[src/rtl/disp_frame_builder.sv]
// Display frame builder: converts a reaction-time count to BCD and streams
// MAX7219-style command words (init sequence, then one frame per value) over valid/ready.
module disp_frame_builder #(
   parameter int unsigned NUM_DIGITS = 4,
   parameter int unsigned CNT_W      = 14,
   parameter int unsigned INTENSITY  = 8
) (
   input  logic             clk,
   input  logic             rst,
   input  logic [CNT_W-1:0] value_in,
   input  logic             value_valid,
   output logic [7:0]       byte_out,
   output logic             byte_valid,
   input  logic             byte_ready,
   output logic             word_end,
   output logic             busy,
   output logic             saturated
);

   localparam int unsigned LIMIT      = (NUM_DIGITS == 1) ? 9 :
                                        (NUM_DIGITS == 2) ? 99 :
                                        (NUM_DIGITS == 3) ? 999 : 9999;
   localparam int unsigned PTR_W      = 4;
   localparam int unsigned INIT_BYTES = 8;
   localparam int unsigned SEND_BYTES = 2 * NUM_DIGITS;
   localparam int unsigned CC_W       = $clog2(CNT_W + 1);

   typedef enum logic [1:0] {
      ST_INIT    = 2'd0,
      ST_IDLE    = 2'd1,
      ST_CONVERT = 2'd2,
      ST_SEND    = 2'd3
   } state_t;

   state_t           state_q, state_d;
   logic [PTR_W-1:0] cnt_q, cnt_d;
   logic [CC_W-1:0]  conv_cnt_q, conv_cnt_d;
   logic [CNT_W-1:0] bin_q, bin_d;
   logic [15:0]      bcd_q, bcd_d;
   logic             pend_valid_q, pend_valid_d;
   logic [CNT_W-1:0] pend_val_q, pend_val_d;
   logic [7:0]       byte_out_q, byte_out_d;
   logic             byte_valid_q, byte_valid_d;
   logic             word_end_q, word_end_d;
   logic             busy_q, busy_d;
   logic             saturated_q, saturated_d;

   logic             xfer_c;
   logic             free_c;
   logic [PTR_W-1:0] total_c;
   logic [7:0]       byte_nxt_c;
   logic [15:0]      bcd_adj_c;
   logic [CNT_W-1:0] src_c;

   assign xfer_c  = byte_valid_q & byte_ready;
   // Output register may take a new byte when empty or being drained this cycle.
   assign free_c  = ~byte_valid_q | xfer_c;
   assign total_c = (state_q == ST_INIT) ? PTR_W'(INIT_BYTES) : PTR_W'(SEND_BYTES);

   // Byte selected by the stream pointer: even = address, odd = data.
   always_comb begin
      byte_nxt_c = 8'h00;
      if (state_q == ST_INIT) begin
         case (cnt_q[2:0])
            3'd0:    byte_nxt_c = 8'h0C;
            3'd1:    byte_nxt_c = 8'h01;
            3'd2:    byte_nxt_c = 8'h09;
            3'd3:    byte_nxt_c = 8'hFF;
            3'd4:    byte_nxt_c = 8'h0B;
            3'd5:    byte_nxt_c = 8'(NUM_DIGITS - 1);
            3'd6:    byte_nxt_c = 8'h0A;
            default: byte_nxt_c = {4'h0, 4'(INTENSITY)};
         endcase
      end else if (cnt_q[0]) begin
         byte_nxt_c = {4'h0, bcd_q[{cnt_q[2:1], 2'b00} +: 4]};
      end else begin
         byte_nxt_c = 8'(cnt_q[3:1]) + 8'd1;
      end
   end

   always_comb begin
      state_d      = state_q;
      cnt_d        = cnt_q;
      conv_cnt_d   = conv_cnt_q;
      bin_d        = bin_q;
      bcd_d        = bcd_q;
      pend_valid_d = pend_valid_q;
      pend_val_d   = pend_val_q;
      byte_out_d   = byte_out_q;
      byte_valid_d = byte_valid_q;
      word_end_d   = word_end_q;
      saturated_d  = saturated_q;
      bcd_adj_c    = bcd_q;
      src_c        = pend_valid_q ? pend_val_q : value_in;

      if (value_valid && (state_q != ST_IDLE)) begin
         pend_valid_d = 1'b1;
         pend_val_d   = value_in;
      end

      case (state_q)
         ST_INIT, ST_SEND: begin
            if (free_c) begin
               if (cnt_q == total_c) begin
                  byte_valid_d = 1'b0;
                  word_end_d   = 1'b0;
                  cnt_d        = '0;
                  state_d      = ST_IDLE;
               end else begin
                  byte_valid_d = 1'b1;
                  byte_out_d   = byte_nxt_c;
                  word_end_d   = cnt_q[0];
                  cnt_d        = cnt_q + PTR_W'(1);
               end
            end
         end
         ST_IDLE: begin
            if (pend_valid_q || value_valid) begin
               if (32'(src_c) > LIMIT) begin
                  bin_d       = CNT_W'(LIMIT);
                  saturated_d = 1'b1;
               end else begin
                  bin_d       = src_c;
                  saturated_d = 1'b0;
               end
               // A strobe coinciding with a pending load refills pending.
               if (pend_valid_q) begin
                  pend_valid_d = value_valid;
                  pend_val_d   = value_valid ? value_in : pend_val_q;
               end
               bcd_d      = '0;
               conv_cnt_d = '0;
               state_d    = ST_CONVERT;
            end
         end
         ST_CONVERT: begin
            for (int i = 0; i < 4; i++) begin
               if (bcd_q[4*i +: 4] >= 4'd5) begin
                  bcd_adj_c[4*i +: 4] = bcd_q[4*i +: 4] + 4'd3;
               end
            end
            bcd_d      = 16'({bcd_adj_c, bin_q[CNT_W-1]});
            bin_d      = CNT_W'({bin_q, 1'b0});
            conv_cnt_d = conv_cnt_q + CC_W'(1);
            // Present the first address byte straight out of the last shift cycle.
            if (conv_cnt_q == CC_W'(CNT_W - 1)) begin
               state_d      = ST_SEND;
               byte_valid_d = 1'b1;
               byte_out_d   = 8'h01;
               word_end_d   = 1'b0;
               cnt_d        = PTR_W'(1);
            end
         end
         default: state_d = ST_INIT;
      endcase

      busy_d = (state_d != ST_IDLE);
   end

   always_ff @(posedge clk) begin
      if (rst) begin
         state_q      <= ST_INIT;
         cnt_q        <= '0;
         conv_cnt_q   <= '0;
         bin_q        <= '0;
         bcd_q        <= '0;
         pend_valid_q <= 1'b0;
         pend_val_q   <= '0;
         byte_out_q   <= 8'h00;
         byte_valid_q <= 1'b0;
         word_end_q   <= 1'b0;
         busy_q       <= 1'b1;
         saturated_q  <= 1'b0;
      end else begin
         state_q      <= state_d;
         cnt_q        <= cnt_d;
         conv_cnt_q   <= conv_cnt_d;
         bin_q        <= bin_d;
         bcd_q        <= bcd_d;
         pend_valid_q <= pend_valid_d;
         pend_val_q   <= pend_val_d;
         byte_out_q   <= byte_out_d;
         byte_valid_q <= byte_valid_d;
         word_end_q   <= word_end_d;
         busy_q       <= busy_d;
         saturated_q  <= saturated_d;
      end
   end

   assign byte_out   = byte_out_q;
   assign byte_valid = byte_valid_q;
   assign word_end   = word_end_q;
   assign busy       = busy_q;
   assign saturated  = saturated_q;

endmodule

[config.mk]
export PLATFORM = sky130hd
export DESIGN_NAME = disp_frame_builder
export DESIGN_NICKNAME = d
export VERILOG_FILES = /design/src/rtl/disp_frame_builder.sv
export SDC_FILE = /design/constraint.sdc
export NUM_CORES = 1
export LEC_CHECK = 0
export BUFFER_PORTS_ARGS = -buffer_cell sky130_fd_sc_hd__buf_4
export CAP_MARGIN = 20
export CELL_PAD_IN_SITES_DETAIL_PLACEMENT = 0
export CELL_PAD_IN_SITES_GLOBAL_PLACEMENT = 2
export CORE_MARGIN = 4
export CORE_UTILIZATION = 40
export CTS_BUF_LIST = sky130_fd_sc_hd__clkbuf_8 sky130_fd_sc_hd__clkbuf_16
export CTS_CLUSTER_SIZE = 12
export DETAILED_ROUTE_END_ITERATION = 16
export PLACE_DENSITY_LB_ADDON = 0.1
export REMOVE_ABC_BUFFERS = 1
export SYNTH_ARGS = -nofsm -noshare
export SYNTH_HDL_FRONTEND = slang
export SYNTH_SLANG_ARGS = --single-unit
[constraint.sdc]
create_clock -name clk -period 3.6 [get_ports clk]
set_input_delay 0.36 -clock clk [delete_from_list [all_inputs] [get_ports clk]]
set_output_delay 0.36 -clock clk [all_outputs]
set_load 0.02 [all_outputs]
==> metrics.md, run 1 <==
| Metric | Value |
|---|---|
| WL/cell | `about 15 um` |
| DP HPWL | `approximately 5500 um` |
| Crit start category | `flop` |
| Die Wd | `around 100 um` |
| Fmax achieved | `about 460 MHz` |
| Slowest CP cell | `ha_1` |
| Hold worst-path end | `pend_val_q[1]` |
| # diodes | `0` |
| Async S/R FF share, synth | `0%` |
| Cts hold-fix bufs | `0` |
| Reg power frac | `a little under half` |
| Hold depth | `3` |
| Global placer's final weighted congestion | `between 0.8 and 0.9` |
| Post-CTS Resized | `0` |
| VDD IR max | `between 0.2 and 0.25 mV` |
| Final WL | `between 7000 and 8000 um` |
| Critical path endpoint category | `flop` |
| Pint | `about 1.2 mW` |
| Global-route wire length before repair | `~13000 um` |
| Seq cells post-synth | `between 60 and 70` |
| Core ar. | `~0.0087 mm2` |
| # setup viols final | `0` |
| Max clock buf depth | `2` |
| Crit-path max cell delay | `0.44 ns` |
| Gr usage total | `between 10% and 20%` |
| Final setup TNS | `0 ns` |
| Postcts setup bufs | `0` |
| H-tree lvl count | `3` |
| R2r endpoint | `byte_out[2]` |
| RSZ-0062 raised after global routing | `false` |
| Crit path DAT | `between 2 and 2.5 ns` |
| Max-slew headroom | `a little over half` |
| Fin. Hold Viols | `0` |
| Top-level I/O count | `30` |
| CTS tree | `yes` |
| Initial DRC Count | `~100` |
| Clock sink count | `64` |
| Row count | `34` |
| CP Max Fanout | `18` |
| Hold Path Origin | `value_in[1]` |
| Clk pwr share | `about 43%` |
| Final Util | `between 40 and 50%` |
| Via-to-Cell Ratio | `between 5 and 6` |
| Area Overhead vs Synth | `12.1%` |
| Fin Clk Skew | `just over 0.008 ns` |
| Worst-case reg-to-reg path depth | `6` |
| Bufs and invs on worst path | `1` |
| Vias | `~2900` |
| Total grt overflow | `0` |
| Synth Flop Type | `dfxtp_1` |
| Synthesized cell area | `about 0.0036 mm2` |
| Share of cells above drive strength 1 | `14.0%` |
| Ys Warns | `0` |
| Largest net degree at the start of global routing | `63` |
| CTS Buf Count | `9` |
| Delay-heaviest family, CP | `compound AO/OA/AOI/OAI gates` |
| Reg-to-reg critical path startpoint | `state_q[0]` |
| Fin worst setup slack | `around 1.4 ns` |
| Seq/Total Area, Yosys | `about 36%` |
| DR DRC count | `0` |
| Switching part of the total | `about a quarter` |
| Fin crit share | `between 60% and 70%` |
| P per Cell Area | `around 410 mW/mm2` |
| Worst Tran Pin Value | `0.697 ns` |
| Cells after synthesis | `about 390` |
| IO buf count | `29` |
| Final Slew Violations | `0` |
| Leak | `approximately 1.6 nW` |
| Max Cap Viol | `0` |
| FF-to-FF setup slack | `1.41 ns` |
| Clk_lat worst skew | `approximately 0.34 ns` |
| Vias in the first global route | `between 2000 and 3000` |
| CP Cell Sequence | `inv_1 -> ha_1 -> or2_2 -> a211oi_1 -> nor2_1 -> a22o_1` |
| Number of flops mapped to enable cells by yosys | `0` |
| Avg Inst Size Synth | `between 9 and 10 um2` |
| Initial antenna violation count | `0` |
| Critical path class | `reg2reg` |
| Fin crit period | `about 2.2 ns` |
| Fillers | `856` |
| Total die area | `0.0105 mm2` |
| Distinct cells, synth | `between 50 and 60` |
| Post-DRT Antenna Nets | `0` |
| Reg clk slew, reported paths | `approximately 0.08 ns` |
| Initial core utilization | `between 40% and 50%` |
| Worst hold path type | `in2reg` |
| First drt pass iteration count | `4` |
| WP data required | `approximately 3.8 ns` |
| Sw power | `approximately 0.43 mW` |
| Root Buffer | `clkbuf_8` |
| Status | `complete, no violations` |
| Worst setup path startpoint | `state_q[0]` |
| Combinational share of power | `11.4%` |
| DIE HEIGHT | `about 100 um` |
| Dpl ws | `about 1.4 ns` |
| NumNets Final | `between 400 and 500` |
## worst max-delay path by stage
stage | end | slack, ns | cells after the start
2_1_floorplan | pend_val_q[0] | 1.52 | 3
3_3_place_gp | byte_out[2] | 1.45 | 6
3_5_place_dp | byte_out[2] | 1.41 | 6
4_1_cts | byte_out[2] | 1.39 | 6
5_1_grt | byte_out[2] | 1.22 | 6
6_report | byte_out[2] | 1.41 | 6
## sequential cells by signal, indices dropped and copies added (netlist names)
register      cells
byte_out          5
pend_valid_q      1
bcd_q            16
word_end          1
busy              1
state_q           2
cnt_q             4
byte_valid        1
saturated         1
pend_val_q       14
conv_cnt_q        4
bin_q            14
## power by group through the flow
stage               logic (mW)  clock network (mW)  registers, mW
finish                   0.190               0.718          0.756
global route             0.213               0.773          0.760
CTS                      0.192               0.741          0.756
detailed placement       0.191                   0          0.773
global placement         0.192                   0          0.772
floorplan                0.106                   0          0.784
## worst register-to-register path, stage by stage, from the launching register on
cell,delay [ns]
dfxtp_1,0.38
inv_1,0.08
ha_1,0.44
or2_2,0.44
a211oi_1,0.37
nor2_1,0.12
a22o_1,0.26
## per-stage QoR
step	total power, mW	hold WS [ns]	std cells	cell area (um2)
after floorplan	0.890	0.429	368	3420
after global placement	0.964	0.459	507	3790
after detailed placement	0.964	0.465	507	3790
after CTS	1.69	0.238	523	4020
after global routing	1.75	0.245	523	4020
final	1.66	0.251	523	4020
## kinds of logic after synthesis
group	after synthesis	synth area share, %
AND/OR/NAND/NOR	117	18.1
multiplexers	42	11.8
AO/OA/AOI/OAI	98	19.0
XOR/XNOR	9	2.20
flip-flops	64	35.7
adder cells (fa/ha/maj)	19	6.63
buffers and inverters	44	6.52
## Yosys cell counts (9+ instances only)
cell / instances / share of area [%]
nor3_1: 11 / 1.5
nor2_1: 32 / 3.3
o21ai_0: 12 / 1.7
a22o_1: 9 / 2.2
a211oi_1: 11 / 2.3
dfxtp_1: 64 / 36
a21oi_1: 15 / 2.1
nand2_1: 13 / 1.4
nand3_1: 11 / 1.5
ha_1: 19 / 6.6
nand2b_1: 10 / 1.7
inv_1: 19 / 2.0
o22ai_1: 12 / 2.1
mux2i_1: 39 / 11
## layer usage
| metal | up-vias | share of wire, % | track usage (%) |
|---|---|---|---|
| met4 | 0 | 1.4 | 4.74 |
| met1 | 1326 | 46 | 19.9 |
| met3 | 11 | 4.0 | 4.26 |
| li1 | 1486 | - | - |
| met2 | 46 | 48 | 27.2 |
| met5 | - | 0 | 0 |
## layout make-up
type	instances	area [um2]	area share (%)
sequential	64	1280	31.9
inverter	19	71.3	1.77
timing repair buffer	31	233	5.79
clock buffer	10	138	3.42
tap	108	135	3.36
clock inverter	6	91.3	2.27
multi-input combinational	285	2070	51.5
## cell usage in the layout, fill, tap and decap left out, drive strengths merged, types with 10 or more instances in the layout
cell type  Yosys  routed
dfxtp         64      64
mux2i         39      39
nor2          33      33
buf           18      31
inv           19      20
ha            19      19
a21oi         16      16
nand2         15      15
o21ai         13      13
o22ai         12      12
nor3          12      12
nand3         11      11
a211oi        11      11
nand2b        10      10
clkbuf         7      10
Note: power is estimated with default switching activity, not from simulation.
==> run 2: changes to the inputs <==
ABC_AREA = 1   (was not set)
CORE_UTILIZATION = 31   (was 40)
clock period = 2 ns   (was 3.6 ns; I/O delays follow)
==> run 2 against run 1 <==
Effect of this change: via count grew 12%; fmax rose by 23%; critical path depth rose by 4; sequential power up 120%; clock-buffer cell count increased by 1; global-route usage down 1.2 points.
==> metrics.md, run 2 <==
| Metric | Value |
|---|---|
| Worst Tran Pin Value | `0.461 ns (-0.236 ns)` |
| WP data required | `2.27 ns (-1.57 ns)` |
| Initial antenna violation count | `0 (unchanged)` |
| Initial core utilization | `31.7% (-9.4 points)` |
| DR DRC count | `0 (unchanged)` |
| R2r endpoint | `byte_out[2]` |
| Max Cap Viol | `0 (unchanged)` |
| Synthesized cell area | `0.00362 mm2 (+1.0%)` |
| Total grt overflow | `0 (unchanged)` |
| Top Registers | `bcd_q (16), bin_q (14), pend_val_q (14)` |
| Cells after synthesis | `514 (+31%)` |
| Vias | `3213 (+12%)` |
| Async S/R FF share, synth | `0% (unchanged)` |
| DIE HEIGHT | `116 um (+13%)` |
| CTS tree | `yes` |
| Root Buffer | `clkbuf_16` |
| Synth top area cells | `dfxtp_1, nand2_1, a21oi_1` |
| Vias in the first global route | `3247 (+16%)` |
| Largest net degree at the start of global routing | `36 (-43%)` |
| Share of the synthesized area in the top cell type | `35.4% (-0.36 points)` |
| Row count | `39 (+15%)` |
| Fin. Hold Viols | `0 (unchanged)` |
| Max-slew headroom | `69.2% (+16 points)` |
| Fin crit share | `88.9% (+28 points)` |
| Area Overhead vs Synth | `17.7%` |
| Avg Inst Size Synth | `7.05 um2 (-23%)` |
| P per Cell Area | `1340 mW/mm2 (+220%)` |
| DP HPWL | `6550 um (+19%)` |
| Leak | `1.89 nW (+22%)` |
| Fin Clk Skew | `0.00364 ns (-0.00457 ns)` |
| Largest Register | `bcd_q` |
| Worst-case reg-to-reg path depth | `10 (+4)` |
| Ys Warns | `0 (unchanged)` |
| RSZ-0062 raised after global routing | `false` |
| Final WL | `9100 um (+16%)` |
| Distinct cells, synth | `37 (-37%)` |
| Critical path endpoint category | `flop` |
| H-tree lvl count | `3 (unchanged)` |
| Total die area | `0.0135 mm2 (+28%)` |
| Crit path DAT | `2.05 ns (-0.38 ns)` |
| Global-route wire length before repair | `15800 um (+18%)` |
| # diodes | `0 (unchanged)` |
| Critical path class | `reg2reg` |
| Worst setup path startpoint | `state_q[1]` |
| Via-to-Cell Ratio | `4.64 (-15%)` |
| Commonest cells after routing, fill and taps aside | `nand2_1, dfxtp_1, inv_1, a21oi_1` |
| FF-to-FF setup slack | `0.22 ns (-1.18 ns)` |
| Postcts setup bufs | `0 (unchanged)` |
| Gr usage total | `14.8% (-1.2 points)` |
| Worst hold path type | `in2reg` |
| Count leader, synth | `nand2_1` |
| Final instance area | `0.00427 mm2 (+6.1%)` |
| Fin crit period | `1.78 ns (-0.416 ns)` |
| Most common cell after layout, fill and taps aside | `nand2_1` |
| Critical path destination | `byte_out[2]` |
| Post-DRT Antenna Nets | `0 (unchanged)` |
| IO buf count | `29 (unchanged)` |
| Fmax achieved | `562 MHz (+23%)` |
| Placed inst area | `0.00396 mm2 (+4.5%)` |
| Crit start category | `flop` |
| Max FFs per register | `16 (unchanged)` |
| Core ar. | `0.0114 mm2 (+31%)` |
| Synth Flop Type | `dfxtp_1` |
| Top-level I/O count | `30 (unchanged)` |
| Number of flops mapped to enable cells by yosys | `0 (unchanged)` |
| Final setup TNS | `0 ns (unchanged)` |
| CTS Buf Count | `9 (unchanged)` |
| Reg clk slew, reported paths | `0.06 ns (-0.02 ns)` |
| CP Max Fanout | `10 (-8)` |
| Global placer's final weighted congestion | `0.770 (-5.7%)` |
| Leading area contributor after synthesis | `dfxtp_1` |
| Seq cells post-synth | `64 (unchanged)` |
| Reg-to-reg critical path startpoint | `state_q[1]` |
| Final Slew Violations | `0 (unchanged)` |
| First drt pass iteration count | `5 (+1)` |
| Seq/Total Area, Yosys | `35.4% (-0.36 points)` |
| NumNets Final | `582 (+30%)` |
| # setup viols final | `0 (unchanged)` |
| Max clock buf depth | `2 (unchanged)` |
| Die Wd | `116 um (+13%)` |
| Clk_lat worst skew | `0.33 ns (about the same)` |
| Share of cells above drive strength 1 | `15.6% (+1.7 points)` |
| Top post-synthesis cells by count | `nand2_1, dfxtp_1, inv_1, a21oi_1` |
| WL/cell | `13.1 um (-13%)` |
| Status | `complete, no violations` |
| Initial DRC Count | `163 (+57%)` |
| VDD IR max | `0.625 mV (+210%)` |
| Clock sink count | `64 (unchanged)` |
## run 2: cell count changes after synthesis, sizes merged, moves of 8 or more
cell / before / now
nand2: 15 / 111
o21ai: 13 / 61
inv: 19 / 63
a21oi: 16 / 56
mux2i: 39 / 1
nand3: 11 / 31
nor2: 33 / 50
nand2b: 10 / 0
a211oi: 11 / 2
a22o: 9 / 0
nor3: 12 / 3
or3: 8 / 0
## run 2: worst min-delay path by stage
stage	depth (start not counted)	startpoint	slack, ns	end
after global routing	3	value_in[7]	0.12	pend_val_q[7]
after detailed placement	2	pend_val_q[1]	0.44	pend_val_q[1]
final	3	value_in[10]	0.10	pend_val_q[10]
after global placement	3	value_in[10]	0.44	pend_val_q[10]
after floorplan	1	rst	0.26	bin_q[4]
after CTS	3	value_in[10]	0.09	pend_val_q[10]
## run 2: where the power goes
part	switching (mW)	total (mW)	leakage (nW)	internal, mW
Sequential	0.150	1.68	0.524	1.53
Clock	0.577	1.60	0.158	1.02
Combinational	1.55	2.45	1.21	0.906
## run 2: layout make-up
cell class | count | area [um2]
well taps | 143 | 179
fillers | 1258 | 7150
inverters | 66 | 253
clock buffers | 11 | 253
multi-input cells | 360 | 1920
repair buffers | 44 | 330
clock inverters | 5 | 47.5
flip-flops and latches | 64 | 1280
## run 2: logic make-up (layout without fill, tap and decap cells)
logic type                 Yosys count  in the layout  share of synthesized area [%]
and+or+nand+nor                    202            202                           24.1
AOI/OAI and AO/OA                  132            132                           20.6
buffers and inverters               90            126                           11.6
DFF                                 64             64                           35.4
adders and majority gates           19             19                           6.56
xor gates and xnor gates             6              6                           1.45
muxes                                1              1                          0.276
## run 2: layer usage
metal	wire, um	vias to the layer above	share of wire (%)	GRT usage [%]
met5	0	-	0	0
met4	179	0	2.0	6.73
met3	265	13	2.9	2.64
met2	4340	45	48	25.6
met1	4320	1420	47	18.0
li1	-	1735	-	-
## run 2: critical path, stage by stage, from the launching register on
cell	delay (ns)
dfxtp_1	0.37
inv_1	0.08
ha_2	0.40
inv_1	0.05
nand2_1	0.10
nand3_4	0.14
nor2_2	0.17
nand2_1	0.12
inv_2	0.09
nand3_1	0.08
a21oi_1	0.12
## run 2: timing repair
| item | in CTS | in global routing |
|---|---|---|
| hold buffers | 0 | 0 |
| setup endpoints to repair | 0 | 2 |
| gates resized for setup | 0 | 1 |
## run 2: through the flow
stage	hold WS (ns)	worst slack, ns	instances	util [%]	power [mW]
2_1_floorplan	0.262	-0.170	490	-	3.35
3_3_place_gp	0.439	0.168	677	34.7	4.21
3_5_place_dp	0.441	0.188	677	34.7	4.20
4_1_cts	0.0914	0.178	693	37.3	5.84
5_1_grt	0.122	0.0136	693	37.4	6.26
6_report	0.103	0.222	693	37.4	5.73
